**src/rtl/lsu_unit_if.sv**
```systemverilog
// lsu_unit_if: every non-clock signal around lsu_unit, bundled as one interface.
//
// Modports:
//   slave  - the load/store unit itself.
//   master - the environment around the unit: the execute stage that issues
//            accesses and the data memory that serves them.
//
// Execute side : req_valid/req_ready handshake, req_wen, req_funct3, ram_addr,
//                req_wdata in; resp_valid/resp_data/resp_err out (no backpressure).
// Memory side  : mem_req_valid/mem_req_ready handshake carrying mem_addr,
//                mem_wen, mem_wdata, mem_wmask; mem_rsp_valid + mem_rdata return.
interface lsu_unit_if #(
  parameter int ADDR_W = 64,
  parameter int DATA_W = 64
);
  // execute -> unit
  logic              req_valid;
  logic              req_ready;
  logic              req_wen;
  logic [2:0]        req_funct3;
  logic [ADDR_W-1:0] ram_addr;
  logic [DATA_W-1:0] req_wdata;
  // unit -> writeback
  logic              resp_valid;
  logic [DATA_W-1:0] resp_data;
  logic              resp_err;
  // unit <-> data memory
  logic              mem_req_valid;
  logic              mem_req_ready;
  logic [ADDR_W-1:0] mem_addr;
  logic              mem_wen;
  logic [DATA_W-1:0] mem_wdata;
  logic [7:0]        mem_wmask;
  logic              mem_rsp_valid;
  logic [DATA_W-1:0] mem_rdata;

  modport slave (
    input  req_valid, req_wen, req_funct3, ram_addr, req_wdata,
    output req_ready, resp_valid, resp_data, resp_err,
    output mem_req_valid, mem_addr, mem_wen, mem_wdata, mem_wmask,
    input  mem_req_ready, mem_rsp_valid, mem_rdata
  );

  modport master (
    output req_valid, req_wen, req_funct3, ram_addr, req_wdata,
    input  req_ready, resp_valid, resp_data, resp_err,
    input  mem_req_valid, mem_addr, mem_wen, mem_wdata, mem_wmask,
    output mem_req_ready, mem_rsp_valid, mem_rdata
  );
endinterface

```
**src/rtl/lsu_unit.sv**
```systemverilog
// lsu_unit: multi-cycle load/store unit sitting after the ALU.
//
// Takes one access at a time from execute, checks size/alignment/encoding,
// issues a single 8-byte-aligned doubleword request to data memory (with the
// store data steered into its byte lanes and a byte-enable mask), and returns
// a sign/zero-extended load value or a store acknowledge as a one-cycle pulse.
// Bad accesses (misaligned, illegal funct3) answer one cycle after accept with
// resp_err=1 and never touch memory.
//
// Ports:
//   clk  - single clock
//   rst  - synchronous, active-high reset
//   bus  - lsu_unit_if.slave: execute request/response and memory port
//
// All outputs come straight from flops except req_ready, which is decoded
// from the state and rst so that it is low while reset is held.
module lsu_unit #(
  parameter int ADDR_W = 64,
  parameter int DATA_W = 64
) (
  input  logic      clk,
  input  logic      rst,
  lsu_unit_if.slave bus
);

  typedef enum logic [1:0] {
    S_IDLE = 2'd0,
    S_REQ  = 2'd1,
    S_WAIT = 2'd2,
    S_RESP = 2'd3
  } state_e;

  state_e            state_q, state_d;
  // Only the byte offset and funct3 are needed after accept: everything else
  // is folded into the mem_* registers at accept time.
  logic [2:0]        off_q, off_d;
  logic [2:0]        funct3_q, funct3_d;
  logic              mem_req_valid_q, mem_req_valid_d;
  logic [ADDR_W-1:0] mem_addr_q, mem_addr_d;
  logic              mem_wen_q, mem_wen_d;
  logic [DATA_W-1:0] mem_wdata_q, mem_wdata_d;
  logic [7:0]        mem_wmask_q, mem_wmask_d;
  logic              resp_valid_q, resp_valid_d;
  logic [DATA_W-1:0] resp_data_q, resp_data_d;
  logic              resp_err_q, resp_err_d;

  logic              req_ready_w;
  logic              accept;

  assign req_ready_w = (state_q == S_IDLE) && !rst;
  assign accept      = bus.req_valid && req_ready_w;

  // ---------------------------------------------------------------------------
  // Accept-time decode (from the live request inputs)
  // ---------------------------------------------------------------------------
  logic [2:0]        req_off;
  logic [3:0]        acc_size;
  logic [3:0]        lane_lo;
  logic [3:0]        lane_hi;
  logic [7:0]        acc_mask;
  logic              misaligned;
  logic              illegal;
  logic              acc_err;
  logic [DATA_W-1:0] acc_wdata;

  assign req_off  = bus.ram_addr[2:0];
  assign acc_size = 4'd1 << bus.req_funct3[1:0];
  assign lane_lo  = {1'b0, req_off};
  assign lane_hi  = lane_lo + acc_size;

  always_comb begin
    misaligned = 1'b0;
    case (bus.req_funct3[1:0])
      2'd0:    misaligned = 1'b0;
      2'd1:    misaligned = req_off[0];
      2'd2:    misaligned = |req_off[1:0];
      default: misaligned = |req_off;
    endcase
  end

  // Stores only exist for funct3 000..011; loads reject only 111.
  assign illegal = bus.req_wen ? bus.req_funct3[2] : (bus.req_funct3 == 3'b111);
  assign acc_err = misaligned || illegal;

  // A lane is enabled when it falls inside [offset, offset+size). For an
  // aligned access this never spills past lane 7, so it equals the
  // size-mask shifted left by the offset. Loads never enable a lane.
  for (genvar gi = 0; gi < 8; gi++) begin : g_lane
    assign acc_mask[gi] = bus.req_wen && (4'(gi) >= lane_lo) && (4'(gi) < lane_hi);
  end

  assign acc_wdata = bus.req_wen ? (bus.req_wdata << {req_off, 3'b000}) : '0;

  // ---------------------------------------------------------------------------
  // Load path: shift the addressed bytes down to bit 0, then extend.
  // ---------------------------------------------------------------------------
  logic [DATA_W-1:0] ld_shifted;
  logic [DATA_W-1:0] ld_value;

  assign ld_shifted = bus.mem_rdata >> {off_q, 3'b000};

  always_comb begin
    ld_value = '0;
    case (funct3_q)
      3'b000:  ld_value = {{(DATA_W-8){ld_shifted[7]}},   ld_shifted[7:0]};
      3'b001:  ld_value = {{(DATA_W-16){ld_shifted[15]}}, ld_shifted[15:0]};
      3'b010:  ld_value = {{(DATA_W-32){ld_shifted[31]}}, ld_shifted[31:0]};
      3'b011:  ld_value = ld_shifted;
      3'b100:  ld_value = {{(DATA_W-8){1'b0}},  ld_shifted[7:0]};
      3'b101:  ld_value = {{(DATA_W-16){1'b0}}, ld_shifted[15:0]};
      3'b110:  ld_value = {{(DATA_W-32){1'b0}}, ld_shifted[31:0]};
      default: ld_value = '0;
    endcase
  end

  // ---------------------------------------------------------------------------
  // Next-state and registered-output logic
  // ---------------------------------------------------------------------------
  always_comb begin
    state_d         = state_q;
    off_d           = off_q;
    funct3_d        = funct3_q;
    mem_req_valid_d = mem_req_valid_q;
    mem_addr_d      = mem_addr_q;
    mem_wen_d       = mem_wen_q;
    mem_wdata_d     = mem_wdata_q;
    mem_wmask_d     = mem_wmask_q;
    resp_valid_d    = 1'b0;
    resp_data_d     = '0;
    resp_err_d      = 1'b0;

    case (state_q)
      S_IDLE: begin
        if (accept) begin
          off_d    = req_off;
          funct3_d = bus.req_funct3;
          if (acc_err) begin
            // Answer straight away; memory never sees this access.
            resp_valid_d = 1'b1;
            resp_err_d   = 1'b1;
            state_d      = S_RESP;
          end else begin
            mem_req_valid_d = 1'b1;
            mem_addr_d      = {bus.ram_addr[ADDR_W-1:3], 3'b000};
            mem_wen_d       = bus.req_wen;
            mem_wdata_d     = acc_wdata;
            mem_wmask_d     = acc_mask;
            state_d         = S_REQ;
          end
        end
      end

      S_REQ: begin
        // mem_* fields are simply held until the memory takes them.
        if (bus.mem_req_ready) begin
          mem_req_valid_d = 1'b0;
          state_d         = S_WAIT;
        end
      end

      S_WAIT: begin
        if (bus.mem_rsp_valid) begin
          resp_valid_d = 1'b1;
          resp_data_d  = mem_wen_q ? '0 : ld_value;
          state_d      = S_RESP;
        end
      end

      default: begin
        // S_RESP: the response pulse is on the outputs this cycle.
        state_d = S_IDLE;
      end
    endcase
  end

  always_ff @(posedge clk) begin
    if (rst) begin
      state_q         <= S_IDLE;
      off_q           <= '0;
      funct3_q        <= '0;
      mem_req_valid_q <= 1'b0;
      mem_addr_q      <= '0;
      mem_wen_q       <= 1'b0;
      mem_wdata_q     <= '0;
      mem_wmask_q     <= '0;
      resp_valid_q    <= 1'b0;
      resp_data_q     <= '0;
      resp_err_q      <= 1'b0;
    end else begin
      state_q         <= state_d;
      off_q           <= off_d;
      funct3_q        <= funct3_d;
      mem_req_valid_q <= mem_req_valid_d;
      mem_addr_q      <= mem_addr_d;
      mem_wen_q       <= mem_wen_d;
      mem_wdata_q     <= mem_wdata_d;
      mem_wmask_q     <= mem_wmask_d;
      resp_valid_q    <= resp_valid_d;
      resp_data_q     <= resp_data_d;
      resp_err_q      <= resp_err_d;
    end
  end

  assign bus.req_ready     = req_ready_w;
  assign bus.resp_valid    = resp_valid_q;
  assign bus.resp_data     = resp_data_q;
  assign bus.resp_err      = resp_err_q;
  assign bus.mem_req_valid = mem_req_valid_q;
  assign bus.mem_addr      = mem_addr_q;
  assign bus.mem_wen       = mem_wen_q;
  assign bus.mem_wdata     = mem_wdata_q;
  assign bus.mem_wmask     = mem_wmask_q;

endmodule

```
**src/flat_wrapper.sv**
```systemverilog
// flat-port wrapper written by rule: the top's interface ports become plain ports
module lsu_unit_flat 
#(
  parameter int ADDR_W = 64,
  parameter int DATA_W = 64
)
  (clk, rst, bus_req_valid, bus_req_wen, bus_req_funct3, bus_ram_addr, bus_req_wdata, bus_req_ready, bus_resp_valid, bus_resp_data, bus_resp_err, bus_mem_req_valid, bus_mem_addr, bus_mem_wen, bus_mem_wdata, bus_mem_wmask, bus_mem_req_ready, bus_mem_rsp_valid, bus_mem_rdata);
  lsu_unit_if #(.ADDR_W(ADDR_W), .DATA_W(DATA_W)) bus_i ();
  input  logic clk;
  input  logic rst;
  input wire logic [$bits(bus_i.req_valid)-1:0] bus_req_valid;
  input wire logic [$bits(bus_i.req_wen)-1:0] bus_req_wen;
  input wire logic [$bits(bus_i.req_funct3)-1:0] bus_req_funct3;
  input wire logic [$bits(bus_i.ram_addr)-1:0] bus_ram_addr;
  input wire logic [$bits(bus_i.req_wdata)-1:0] bus_req_wdata;
  output wire logic [$bits(bus_i.req_ready)-1:0] bus_req_ready;
  output wire logic [$bits(bus_i.resp_valid)-1:0] bus_resp_valid;
  output wire logic [$bits(bus_i.resp_data)-1:0] bus_resp_data;
  output wire logic [$bits(bus_i.resp_err)-1:0] bus_resp_err;
  output wire logic [$bits(bus_i.mem_req_valid)-1:0] bus_mem_req_valid;
  output wire logic [$bits(bus_i.mem_addr)-1:0] bus_mem_addr;
  output wire logic [$bits(bus_i.mem_wen)-1:0] bus_mem_wen;
  output wire logic [$bits(bus_i.mem_wdata)-1:0] bus_mem_wdata;
  output wire logic [$bits(bus_i.mem_wmask)-1:0] bus_mem_wmask;
  input wire logic [$bits(bus_i.mem_req_ready)-1:0] bus_mem_req_ready;
  input wire logic [$bits(bus_i.mem_rsp_valid)-1:0] bus_mem_rsp_valid;
  input wire logic [$bits(bus_i.mem_rdata)-1:0] bus_mem_rdata;
  assign bus_i.req_valid = bus_req_valid;
  assign bus_i.req_wen = bus_req_wen;
  assign bus_i.req_funct3 = bus_req_funct3;
  assign bus_i.ram_addr = bus_ram_addr;
  assign bus_i.req_wdata = bus_req_wdata;
  assign bus_req_ready = bus_i.req_ready;
  assign bus_resp_valid = bus_i.resp_valid;
  assign bus_resp_data = bus_i.resp_data;
  assign bus_resp_err = bus_i.resp_err;
  assign bus_mem_req_valid = bus_i.mem_req_valid;
  assign bus_mem_addr = bus_i.mem_addr;
  assign bus_mem_wen = bus_i.mem_wen;
  assign bus_mem_wdata = bus_i.mem_wdata;
  assign bus_mem_wmask = bus_i.mem_wmask;
  assign bus_i.mem_req_ready = bus_mem_req_ready;
  assign bus_i.mem_rsp_valid = bus_mem_rsp_valid;
  assign bus_i.mem_rdata = bus_mem_rdata;
  lsu_unit #(.ADDR_W(ADDR_W), .DATA_W(DATA_W)) u_core (.clk(clk), .rst(rst), .bus(bus_i));
endmodule
```
**config.mk**
```make
export PLATFORM = sky130hd
export DESIGN_NAME = lsu_unit_flat
export DESIGN_NICKNAME = d
export VERILOG_FILES = /design/src/rtl/lsu_unit_if.sv /design/src/rtl/lsu_unit.sv /design/src/flat_wrapper.sv
export SDC_FILE = /design/constraint.sdc
export NUM_CORES = 1
export LEC_CHECK = 0
export CAP_MARGIN = 10
export CORE_ASPECT_RATIO = 1.4
export CORE_MARGIN = 5
export CORE_UTILIZATION = 44
export CTS_CLUSTER_DIAMETER = 50
export DETAILED_ROUTE_END_ITERATION = 7
export PLACE_DENSITY = 0.81
export SKIP_CTS_REPAIR_TIMING = 1
export SLEW_MARGIN = 30
export SYNTH_ARGS = -nofsm -noshare
export SYNTH_HDL_FRONTEND = slang
export SYNTH_SLANG_ARGS = --single-unit
```
**constraint.sdc**
```tcl
create_clock -name clk -period 2.35 [get_ports clk]
set_input_delay 0.5875 -clock clk [delete_from_list [all_inputs] [get_ports clk]]
set_output_delay 0.5875 -clock clk [all_outputs]
set_load 0.005 [all_outputs]
```
* Word-level counts from Yosys, hierarchy flattened
Cells that the tools add are included.
** Cells by class
- Equal/unequal tests :: 15
- Bitwise logic cells :: 4
- Reductions and logical operators :: 32
- Multiplexer cells :: 17
- Shift operators :: 3
- Add/sub/neg operators :: 1
- Magnitude comparators :: 16
** Operators with widths (count)
- 64-bit one-hot mux with 7 select lines :: 1
- 64-bit 2-to-1 mux :: 1
- 64-bit by 6-bit << shifter with 64-bit output :: 1
- 64-bit by 6-bit right shift with 64-bit output :: 1
- 1-bit logical AND :: 18
- 3-bit by 4-bit less-than comparator with 1-bit output (first input constant) :: 4
- 3-bit equality test (second input constant) :: 4
- 3-bit >= comparator (first input constant) :: 4
- 1-bit by 4-bit less-than comparator with 1-bit output (first input constant) :: 2
- 2-bit by 4-bit less-than comparator with 1-bit output (first input constant) :: 2
- 2-bit 2-to-1 mux :: 4
- 1-bit 2-to-1 mux :: 7
- 3-bit by 2-bit equality test with 1-bit output (second input constant) :: 2
- 1-bit by 3-bit >= comparator with 1-bit output (first input constant) :: 2
- 2-bit by 3-bit >= comparator with 1-bit output (first input constant) :: 2
- 2-bit inequality test (second input constant) :: 3
- 2-bit one-hot mux with 3 select lines :: 1
- 3-bit AND reduction :: 2
- 3-bit by 4-bit adder with 4-bit output :: 1
- 2-bit by 1-bit equality test with 1-bit output (second input constant) :: 2
- 2-bit equality test (second input constant) :: 2
- 2-bit zero test :: 2
- 1-bit NOT :: 4
- 1-bit one-hot mux with 2 select lines :: 2
- other kinds (13) :: 14
** Storage, ports and cells
- Register bits :: 209
- Bits of input ports :: 201

* Depth between registers and ports, before layout
Gate-level depths: netlist of run 1.
- Depth in word-level cells :: 6
- Gate-level depth with buffers :: 9

* Least setup slack after synthesis of run 1
OpenSTA, ideal clock, no wires.
- Kind :: in2reg
- From :: input bus_req_funct3[1]
- To :: register u_core.mem_wmask_q[4], in the netlist u_core.bus.mem_wmask[4]
- Data arrival time :: 2092 ps
- Cell stages on the path :: 9
- Path buffers :: 1
- Setup slack :: 141 ps
- Library setup time :: 117 ps
- Required time :: 2233 ps
- Path through :: buf_2 -> inv_1 -> nor2_1 -> ha_1 -> a21oi_1 -> a211oi_1 -> o22ai_1 -> o21ai_0 -> a32o_1
** On the way
- Cells in the longest elaborated chain, start to end :: 5
- Elaborated cells on any way between the ends :: 13
- Classes of those cells :: 1 x add/sub; 1 x order compare; 3 x eq/ne; 1 x shift; 2 x mux; 1 x bitwise; 4 x reduce/logical
** RTL lines
- start: declaration :: line flat_wrapper.sv:13 : input wire logic [$bits(bus_i.req_funct3)-1:0] bus_req_funct3;
- parallel branches: the longest is 5 deep, another holds 3-bit by 4-bit adder with 4-bit output
- end signal: assignment :: line lsu_unit.sv:197 : mem_wmask_q <= mem_wmask_d;
- end: declaration :: line lsu_unit.sv:42 : logic [7:0] mem_wmask_q, mem_wmask_d;
Several ways; the timed one is not identified.
A chain may end at the register's enable or synchronous reset.

* Final worst setup path of run 1
- From :: input bus_req_funct3[0]
- To :: register u_core.mem_wmask_q[5], in the netlist u_core.bus.mem_wmask[5]
The elaborated chain is that of the path after synthesis.

==> impl_metrics.env, run 1 <==
export IMPL_yosysTopAreaCellShare_pct=40.5
export IMPL_design_area_mm2=0.0159
export IMPL_die_y_um=191
export IMPL_grt_max_degree=65
export IMPL_area_delta_synth_final_pct=53.4
export IMPL_yosys_most_used_dff="dfxtp_1"
export IMPL_worst_path_buf_inv=3
export IMPL_synth_top_area_cell="dfxtp_1"
export IMPL_reg2reg_depth=7
export IMPL_finalSetupViolCount=0
export IMPL_start_util_pct=44.6
export IMPL_ys_seq_area_share_pct=40.5
export IMPL_power_density_mw_per_mm2=660
export IMPL_cts_tree="yes"
export IMPL_wl_met1_um=13800
export IMPL_h_tree_depth=1
export IMPL_grt_pass1_wl_um=59300
export IMPL_drv_cap=0
export IMPL_dr_total_vias=10600
export IMPL_wl_per_cell_um=21.0
export IMPL_synth_most_common_cell="nand2_1"
export IMPL_fin_crit_sh_pct=95.3
export IMPL_num_io_pins=406
export IMPL_arrival_ns=2.64
export IMPL_tightestPinTransition_ns=0.879
export IMPL_hold_viol=0
export IMPL_cellLeakagePower_uw=0.00577
export IMPL_ys_top_cells_by_area="dfxtp_1 (40%), nand2_1 (8.3%), mux2i_1 (7.7%)"
export IMPL_grt_use_total_pct=27.9
export IMPL_crit_family="buffers and inverters"
export IMPL_syn_avg_cell_area_um2=8.87
export IMPL_fin_nets=1786
export IMPL_yosys_warnings=0
export IMPL_die_area_mm2=0.0267
export IMPL_skew_ns=0.0141
export IMPL_num_fill_cells=1789
export IMPL_cts_buffers=23
export IMPL_cp_cell_sequence="clkdlybuf4s50_1, buf_4, nor2_1, ha_1, ha_1, a21oi_1, xor2_1, buf_4, o21ai_0, a32o_1"
export IMPL_cp_data_required_time_ns=2.75
export IMPL_synth_edf_count=0
export IMPL_core_area_mm2=0.0232
export IMPL_ant_nets=0
export IMPL_wl_met3_um=3240
export IMPL_dp_hpwl_um=30300
export IMPL_grt_pass1_vias=10800
export IMPL_timing_final_ws_setup_ns=0.110
export IMPL_place_area_mm2=0.0151
export IMPL_wl_met2_um=20300
export IMPL_crit_path_top_delay_cell="clkdlybuf4s50_1"
export IMPL_clock_fmax_ghz=0.446
export IMPL_rrSetupSlack_ns=0.28
export IMPL_highest_signal_layer="met4"
export IMPL_outcome="completed"
export IMPL_n_antenna_cell=0
export IMPL_drt_pass1_iter_count=6
export IMPL_place_ws_ns=-0.396
export IMPL_rsz0062_at_grt="no"
export IMPL_async_flop_share_pct=0
export IMPL_grt_overflow=0
export IMPL_synth_seq_cells=209
export IMPL_slew_headroom_pct=41.3
export IMPL_clk_latency_ns=0.51
export IMPL_rows=66
export IMPL_slowest_delay_ns=0.59
export IMPL_finalMaxSlewViolations=0
export IMPL_netlist_area_mm2=0.0103
export IMPL_irDropWorstVdd_v=0.000558
export IMPL_numClockSinks=209
export IMPL_clk_pin_slew_ns=0.06
export IMPL_synth_commonest_cells="nand2_1 (230), dfxtp_1 (209), a21oi_1 (122), mux2i_1 (80), nor2_1 (62)"
export IMPL_routed_wl_um=39900
export IMPL_drc=0
export IMPL_min_period_ns=2.24
export IMPL_antenna_found_initial=1
export IMPL_cp_end_kind="flop"
export IMPL_worstHoldPathCells=3
export IMPL_cp_depth=10
export IMPL_synthCells=1166
export IMPL_gp_congestion=0.930
export IMPL_viasPerCell=5.59
export IMPL_detail_route_iter0_violations=884
export IMPL_netlist_cell_type_count=50
export IMPL_layout_drive_gt1_share_pct=14.4
export IMPL_criticalPathCategory="in -> reg"
export IMPL_cts_path_max_buffers=3
export IMPL_min_path_type="in -> reg"
export IMPL_clockRootBuffer="clkbuf_16"
export IMPL_fp_dieW_um=140
export IMPL_crit_path_start_kind="input port"
export IMPL_cp_max_fo=7
export IMPL_io_buffers=402
worst paths after layout:
check                                              from                       end
worst max register to register          u_core.off_q[0]  u_core.bus.resp_data[12]
worst max-delay path                  bus_req_funct3[0]   u_core.bus.mem_wmask[5]
worst min-delay path                    bus_ram_addr[0]           u_core.off_q[0]
worst min register to register  u_core.bus.mem_addr[44]   u_core.bus.mem_addr[44]
layout by cell type (no fill, tap or decap), drive strengths merged, types with 2 or more instances in the layout:
| master | Yosys | layout |
|---|---|---|
| clkdlybuf4s50 | 0 | 397 |
| nand2 | 230 | 230 |
| dfxtp | 209 | 209 |
| a21oi | 152 | 152 |
| buf | 54 | 92 |
| mux2i | 80 | 80 |
| nor2 | 62 | 63 |
| o21ai | 39 | 39 |
| a22oi | 36 | 36 |
| o2bb2ai | 33 | 33 |
| clkbuf | 52 | 33 |
| mux4 | 30 | 30 |
| mux2 | 28 | 28 |
| a211oi | 28 | 28 |
| nor2b | 23 | 23 |
| nand2b | 19 | 19 |
| inv | 11 | 14 |
| o22ai | 9 | 9 |
| a22o | 9 | 9 |
| nand3 | 8 | 8 |
| a31oi | 7 | 7 |
| ha | 7 | 7 |
| a32o | 6 | 6 |
| o211ai | 4 | 4 |
| clkinv | 1 | 4 |
| or3 | 3 | 3 |
| nand4 | 3 | 3 |
| conb | 1 | 3 |
| and2 | 3 | 3 |
| nor3 | 3 | 3 |
| or2 | 2 | 2 |
| o31ai | 2 | 2 |
| clkinvlp | 0 | 2 |
worst register-to-register path: stages, from the launching register on:
cell and delay (ns):
dfxtp_2 0.38, buf_12 0.28, nor2b_1 0.46, buf_4 0.21
a22oi_1 0.12, mux2i_1 0.28, nand2_1 0.10, a21oi_1 0.17
layout make-up:
cell class | count | area [um^2] | share of cell area (%)
clock buffer | 33 | 653 | 4.12
sequential | 209 | 4190 | 26.4
multi-input combinational | 842 | 5660 | 35.7
tap | 306 | 383 | 2.41
clock inverter | 8 | 58.8 | 0.371
timing repair buffer | 490 | 4870 | 30.7
inverter | 12 | 45.0 | 0.284
per-layer routing:
metal  vias to the layer above  GRT usage (%)
met3                       118           6.46
met2                       556           50.8
met5                         -              0
met1                      4983           29.5
li1                       4963              -
met4                         0           16.2
kinds of logic (layout without fill, tap and decap cells):
logic type	after synthesis	in the layout	share of synthesized area (%)
AND/OR/NAND/NOR	360	361	14.8
AO/OA/AOI/OAI	331	331	21.1
flip-flops	209	209	40.5
multiplexers	138	138	17.4
buffers and inverters	118	543	5.25
adder cells (fa/ha/maj)	7	7	0.847
XOR/XNOR	2	2	0.169
other	1	3	0.0363
registers in the layout, indices dropped and copies added, names as in the netlist:
signal,count
u_core.bus.resp_data,64
u_core.bus.mem_wmask,8
u_core.bus.resp_err,1
u_core.bus.mem_wdata,64
u_core.state_q,2
u_core.funct3_q,3
u_core.bus.resp_valid,1
u_core.bus.mem_wen,1
u_core.off_q,3
u_core.bus.mem_addr,61
u_core.bus.mem_req_valid,1
stage by stage:
stage | hold slack, ns | setup TNS [ns] | power (uW) | std cells | util, %
detailed placement | 0.448 | -47.85 | 7050 | 1858 | 65.2
floorplan | 0.448 | 0 | 5630 | 1168 | -
CTS | 0.345 | -0.266 | 10500 | 1899 | 68.3
finish | 0.376 | 0 | 10500 | 1900 | 68.4
global placement | 0.441 | -43.97 | 7000 | 1858 | 65.2
global route | 0.372 | 0 | 10900 | 1900 | 68.4
report_power, final:
| group | switching, uW | internal [uW] | leakage [uW] |
|---|---|---|---|
| Combinational | 1660 | 1580 | 0.00373 |
| Clock | 1480 | 1950 | 0.000346 |
| Sequential | 102 | 3710 | 0.00169 |
(Power assumes the default switching activity.)
==> run 2: changes to the inputs <==
--- a/config.mk
+++ b/config.mk
@@ -13,7 +13,6 @@
 export DETAILED_ROUTE_END_ITERATION = 7
 export PLACE_DENSITY = 0.81
 export SKIP_CTS_REPAIR_TIMING = 1
-export SLEW_MARGIN = 30
 export SYNTH_ARGS = -nofsm -noshare
 export SYNTH_HDL_FRONTEND = slang
 export SYNTH_SLANG_ARGS = --single-unit
==> constraint.sdc (replaced) <==
create_clock -name clk -period 2.15 [get_ports clk]
set_input_delay 0.5375 -clock clk [delete_from_list [all_inputs] [get_ports clk]]
set_output_delay 0.5375 -clock clk [all_outputs]
set_load 0.005 [all_outputs]
==> run 2 against run 1 <==
  * Die area did not move
  * Global-route usage rose by 0.30 points
  * Sequential cell count did not move
  * Wire length grew 0.44%
  * Register-to-register slack worse by 0.15 ns
  * Setup slack lost 0.010 ns
  * Hold slack got worse by 0.069 ns
  * Total power increased by 14%
  * Final cell count increased by 0.11%
  * Core utilization up 0.58 points
  * Final area rose by 0.84%
  * Highest routed layer is now met5
==> impl_metrics.env, run 2 (synthesis gave the netlist of run 1 again) <==
export IMPL_cts_buffers=23
export IMPL_cts_tree="yes"
export IMPL_r2r_start="u_core.off_q[1]"
export IMPL_skew_ns=0.0134
export IMPL_num_io_pins=406
export IMPL_numClockSinks=209
export IMPL_cts_path_max_buffers=3
export IMPL_p_switching_uw=3660
export IMPL_final_util_pct=68.9
export IMPL_slew_headroom_pct=40.5
export IMPL_grt_overflow=0
export IMPL_holdCritStartpoint="bus_ram_addr[0]"
export IMPL_detail_route_iter0_violations=760
export IMPL_h_tree_depth=1
export IMPL_num_fill_cells=1796
export IMPL_grt_max_degree=79
export IMPL_io_buffers=402
export IMPL_viasPerCell=5.61
export IMPL_core_area_mm2=0.0232
export IMPL_wl_per_cell_um=21.1
export IMPL_die_area_mm2=0.0267
export IMPL_clk_pin_slew_ns=0.06
export IMPL_cp_data_required_time_ns=2.54
export IMPL_power_density_mw_per_mm2=749
export IMPL_criticalPathCategory="in -> reg"
export IMPL_finalHoldWorstSlack_ns=0.307
export IMPL_comb_power_share_pct=29.4
export IMPL_final_common_cell="clkdlybuf4s50_1"
export IMPL_dp_cells=1860
export IMPL_stdcell_count=1902
export IMPL_switching_share_pct=30.5
export IMPL_die_y_um=191
export IMPL_fin_setup_tns_ns=0
export IMPL_cp_max_fo=16
export IMPL_grt_pass1_vias=10800
export IMPL_irDropWorstVdd_v=0.000574
export IMPL_cp_end_kind="flop"
export IMPL_fp_dieW_um=140
export IMPL_crit_start="bus_mem_rdata[63]"
export IMPL_area_delta_synth_final_pct=54.7
export IMPL_p_int_uw=8330
export IMPL_fin_crit_sh_pct=95.4
export IMPL_crit_path_start_kind="input port"
export IMPL_finalMaxSlewViolations=0
export IMPL_routed_wl_um=40100
export IMPL_min_path_type="in -> reg"
export IMPL_p_clk_share_pct=35.8
export IMPL_hold_viol=0
export IMPL_fin_nets=1789
export IMPL_min_period_ns=2.05
export IMPL_dp_hpwl_um=30100
export IMPL_start_util_pct=44.6
export IMPL_rsz0062_at_grt="no"
export IMPL_rows=66
export IMPL_grt_pass1_wl_um=60300
export IMPL_grt_use_total_pct=28.3
export IMPL_seqPwrFrac_pct=34.8
export IMPL_drt_pass1_iter_count=5
export IMPL_final_cell_mix="clkdlybuf4s50_1 (395), nand2_1 (230), dfxtp_1 (206)"
export IMPL_gp_congestion=0.959
export IMPL_cellLeakagePower_uw=0.00585
export IMPL_ant_nets=0
export IMPL_finalSetupViolCount=0
export IMPL_arrival_ns=2.44
export IMPL_clk_latency_ns=0.52
export IMPL_drc=0
export IMPL_clock_fmax_ghz=0.488
export IMPL_drv_cap=0
export IMPL_layout_drive_gt1_share_pct=14.8
export IMPL_power_uw=12000
export IMPL_clockRootBuffer="clkbuf_16"
export IMPL_outcome="completed"
export IMPL_tightestPinTransition_ns=0.891
export IMPL_dr_total_vias=10700
export IMPL_antenna_found_initial=1
-- run 2: cell types whose count changed in the layout (fill, tap and decap cells not counted), moves of 2 or more --
cell	previous run	this run
buf_4	74	76
inv_2	2	0
clkbuf_8	4	2
clkinv_2	3	1
clkdlybuf4s50_1	397	395
inv_1	9	11
bufinv_16	0	4
inv_8	1	3
clkbuf_1	6	2
-- run 2: critical path, stage by stage --
cell and delay (ns):
clkdlybuf4s50_1 0.49, mux4_2 0.52, mux2i_1 0.15, buf_4 0.16, o22a_4 0.14, and2_4 0.18
buf_12 0.17, a21oi_2 0.08
-- run 2: stage by stage --
step	setup slack, ns	area, um^2
after floorplan	0.0379	10400
after global placement	-0.567	15200
after detailed placement	-0.635	15200
after CTS	-0.316	16000
after global routing	0.0301	16000
final	0.0992	16000
-- run 2: final timing paths --
kind / slack (ns) / to / cells past startpoint
setup / recovery: 0.1 / u_core.bus.resp_data[54] / 8
hold / removal: 0.31 / u_core.off_q[0] / 3
setup reg to reg: 0.13 / u_core.bus.resp_data[54] / 7
hold reg to reg: 0.46 / u_core.bus.mem_wdata[35] / 2
-- run 2: cell type report --
type / count / area, um^2 / share of cell area, %
Tap cell: 306 / 383 / 2.39
Clock inverter: 12 / 204 / 1.27
Sequential cell: 209 / 4190 / 26.2
Multi-Input combinational cell: 842 / 5670 / 35.4
Timing Repair Buffer: 493 / 4900 / 30.6
Inverter: 12 / 45.0 / 0.282
Clock buffer: 27 / 611 / 3.82
Antenna cell: 1 / 2.50 / 0.0156
-- run 2: power by group through the flow --
stage          clock network, uW  logic [uW]  registers (uW)
6_report                    4290        3530            4170
5_1_grt                     4500        3770            4190
4_1_cts                     4340        3510            4170
3_5_place_dp                   0        3480            4250
3_3_place_gp                   0        3430            4250
2_1_floorplan                  0        1930            4230
-- run 2: per-layer routing --
| metal | routed length (um) | up-vias | global-route usage (%) |
|---|---|---|---|
| met5 | 7 | - | 0 |
| met4 | 2240 | 2 | 14.0 |
| met3 | 3380 | 119 | 6.56 |
| met2 | 20600 | 542 | 51.6 |
| met1 | 13800 | 5046 | 30.5 |
| li1 | - | 4968 | - |
==> run 3: changes to the inputs <==
--- a/config.mk
+++ b/config.mk
@@ -11,7 +11,7 @@
 export CORE_UTILIZATION = 44
 export CTS_CLUSTER_DIAMETER = 50
 export DETAILED_ROUTE_END_ITERATION = 7
-export PLACE_DENSITY = 0.81
+export PLACE_DENSITY_LB_ADDON = 0.12
 export SKIP_CTS_REPAIR_TIMING = 1
 export SYNTH_ARGS = -nofsm -noshare
 export SYNTH_HDL_FRONTEND = slang
==> run 3 against run 2 <==
  * Die area is the same
  * Final area shrank 0.61%
  * Wire length decreased by 4.3%
  * Critical endpoint is now u_core.bus.mem_addr[15]
  * Highest routed layer is now met4
==> impl_metrics.env, run 3 (synthesis gave the netlist of run 1 again) <==
export IMPL_finalMaxSlewViolations=0
export IMPL_power_density_mw_per_mm2=717
export IMPL_slowest_delay_ns=0.47
export IMPL_outcome="completed"
export IMPL_fp_dieW_um=140
export IMPL_ant_nets=0
export IMPL_crit_family="buffers and inverters"
export IMPL_viasPerCell=5.47
export IMPL_drt_pass1_iter_count=6
export IMPL_dr_total_vias=10400
export IMPL_grt_pass1_wl_um=57200
export IMPL_crit_path_start_kind="input port"
export IMPL_hold_viol=0
export IMPL_gp_congestion=0.921
export IMPL_grt_use_total_pct=26.7
export IMPL_multi_input_area_mm2=0.00568
export IMPL_cp_end_kind="flop"
export IMPL_cp_max_fo=63
export IMPL_final_cell_mix="clkdlybuf4s50_1 (395), nand2_1 (230), dfxtp_1 (207)"
export IMPL_h_tree_depth=1
export IMPL_drv_cap=0
export IMPL_slew_headroom_pct=40.1
export IMPL_drc=0
export IMPL_routed_wl_um=38400
export IMPL_min_period_ns=2.07
export IMPL_timing_critical_path_mode_cell="a21oi_1"
export IMPL_clk_latency_ns=0.50
export IMPL_finalSetupViolCount=0
export IMPL_wl_per_cell_um=20.2
export IMPL_grt_max_degree=65
export IMPL_seq_area_mm2=0.00419
export IMPL_start_util_pct=44.6
export IMPL_die_y_um=191
export IMPL_cts_buffers=22
export IMPL_die_area_mm2=0.0267
export IMPL_num_fill_cells=1929
export IMPL_finalHoldWorstSlack_ns=0.453
export IMPL_fin_nets=1788
export IMPL_cts_tree="yes"
export IMPL_skew_ns=0.0102
export IMPL_rows=66
export IMPL_dp_hpwl_um=28900
export IMPL_cellLeakagePower_uw=0.00581
export IMPL_core_area_mm2=0.0232
export IMPL_grt_overflow=0
export IMPL_io_buffers=402
export IMPL_cp_cell_sequence="clkdlybuf4s50_1, a21oi_1, o221ai_1, nor3_4, buf_4, buf_12, nand2_1, a21oi_1"
export IMPL_fin_crit_sh_pct=96.3
export IMPL_irDropWorstVdd_v=0.000542
export IMPL_rsz0062_at_grt="no"
export IMPL_layout_drive_gt1_share_pct=14.7
export IMPL_clock_fmax_ghz=0.483
export IMPL_min_path_type="reg -> reg"
export IMPL_area_delta_synth_final_pct=53.8
export IMPL_clk_pin_slew_ns=0.06
export IMPL_arrival_ns=2.49
export IMPL_detail_route_iter0_violations=627
export IMPL_final_util_pct=68.5
export IMPL_crit_path_top_delay_cell="clkdlybuf4s50_1"
export IMPL_numClockSinks=209
export IMPL_cp_data_required_time_ns=2.57
export IMPL_cts_path_max_buffers=3
export IMPL_antenna_found_initial=1
export IMPL_grt_pass1_vias=10300
export IMPL_clockRootBuffer="clkbuf_16"
export IMPL_final_common_cell="clkdlybuf4s50_1"
export IMPL_criticalPathCategory="in -> reg"
export IMPL_tightestPinTransition_ns=0.895
export IMPL_worst_path_buf_inv=3
export IMPL_num_io_pins=406
export IMPL_fin_setup_tns_ns=0
==> run 3: tightest hold or removal path, delay by kind of cell (launching register included) <==
| kind | cells | cell delay (ns) |
|---|---|---|
| flops | 1 | 0.31 |
| simple gates | 1 | 0.05 |
| compound gates | 1 | 0.05 |
==> run 3: cell type report <==
| type | instances | share of cell area [%] |
|---|---|---|
| clock buffer | 31 | 4.05 |
| timing repair buffer | 493 | 30.7 |
| sequential | 209 | 26.3 |
| inverter | 12 | 0.283 |
| antenna | 1 | 0.0157 |
| clock inverter | 7 | 0.472 |
| tap | 306 | 2.41 |
| multi-input combinational | 842 | 35.8 |
==> run 3: per-stage QoR <==
step                      cells  instance area, um^2  power, uW  setup slack, ns
after global placement     1861                15100       7610           -0.565
after detailed placement   1861                15100       7640           -0.628
after global routing       1901                15900      11900           0.0177
after floorplan            1168                10400       6160           0.0379
final                      1901                15900      11400           0.0789
after CTS                  1899                15900      11400           -0.510
==> run 3: layer usage <==
| metal | global-route usage (%) | vias up | wire [um] |
|---|---|---|---|
| met5 | 0 | - | 0 |
| met2 | 47.2 | 455 | 19200 |
| met3 | 6.63 | 99 | 3180 |
| li1 | - | 4965 | - |
| met4 | 15.2 | 0 | 2340 |
| met1 | 29.1 | 4874 | 13700 |
==> run 3: path summary, 6_finish.rpt <==
path                                               from                        to  slack, ns  cells after the start
worst max-delay path                        bus_req_wen   u_core.bus.mem_addr[15]       0.08                      8
worst min-delay path            u_core.bus.mem_addr[43]   u_core.bus.mem_addr[43]       0.45                      2
worst max register to register          u_core.off_q[0]  u_core.bus.resp_data[62]       0.15                      7
worst min register to register  u_core.bus.mem_addr[43]   u_core.bus.mem_addr[43]       0.45                      2
==> run 3: power breakdown <==
| part | total [uW] | internal (uW) | switching (uW) | leakage, uW |
|---|---|---|---|---|
| combinational | 3450 | 1710 | 1730 | 0.00376 |
| sequential | 4170 | 4050 | 119 | 0.00169 |
| clock | 3780 | 2210 | 1560 | 0.000359 |
| total | 11400 | 7970 | 3420 | 0.00581 |
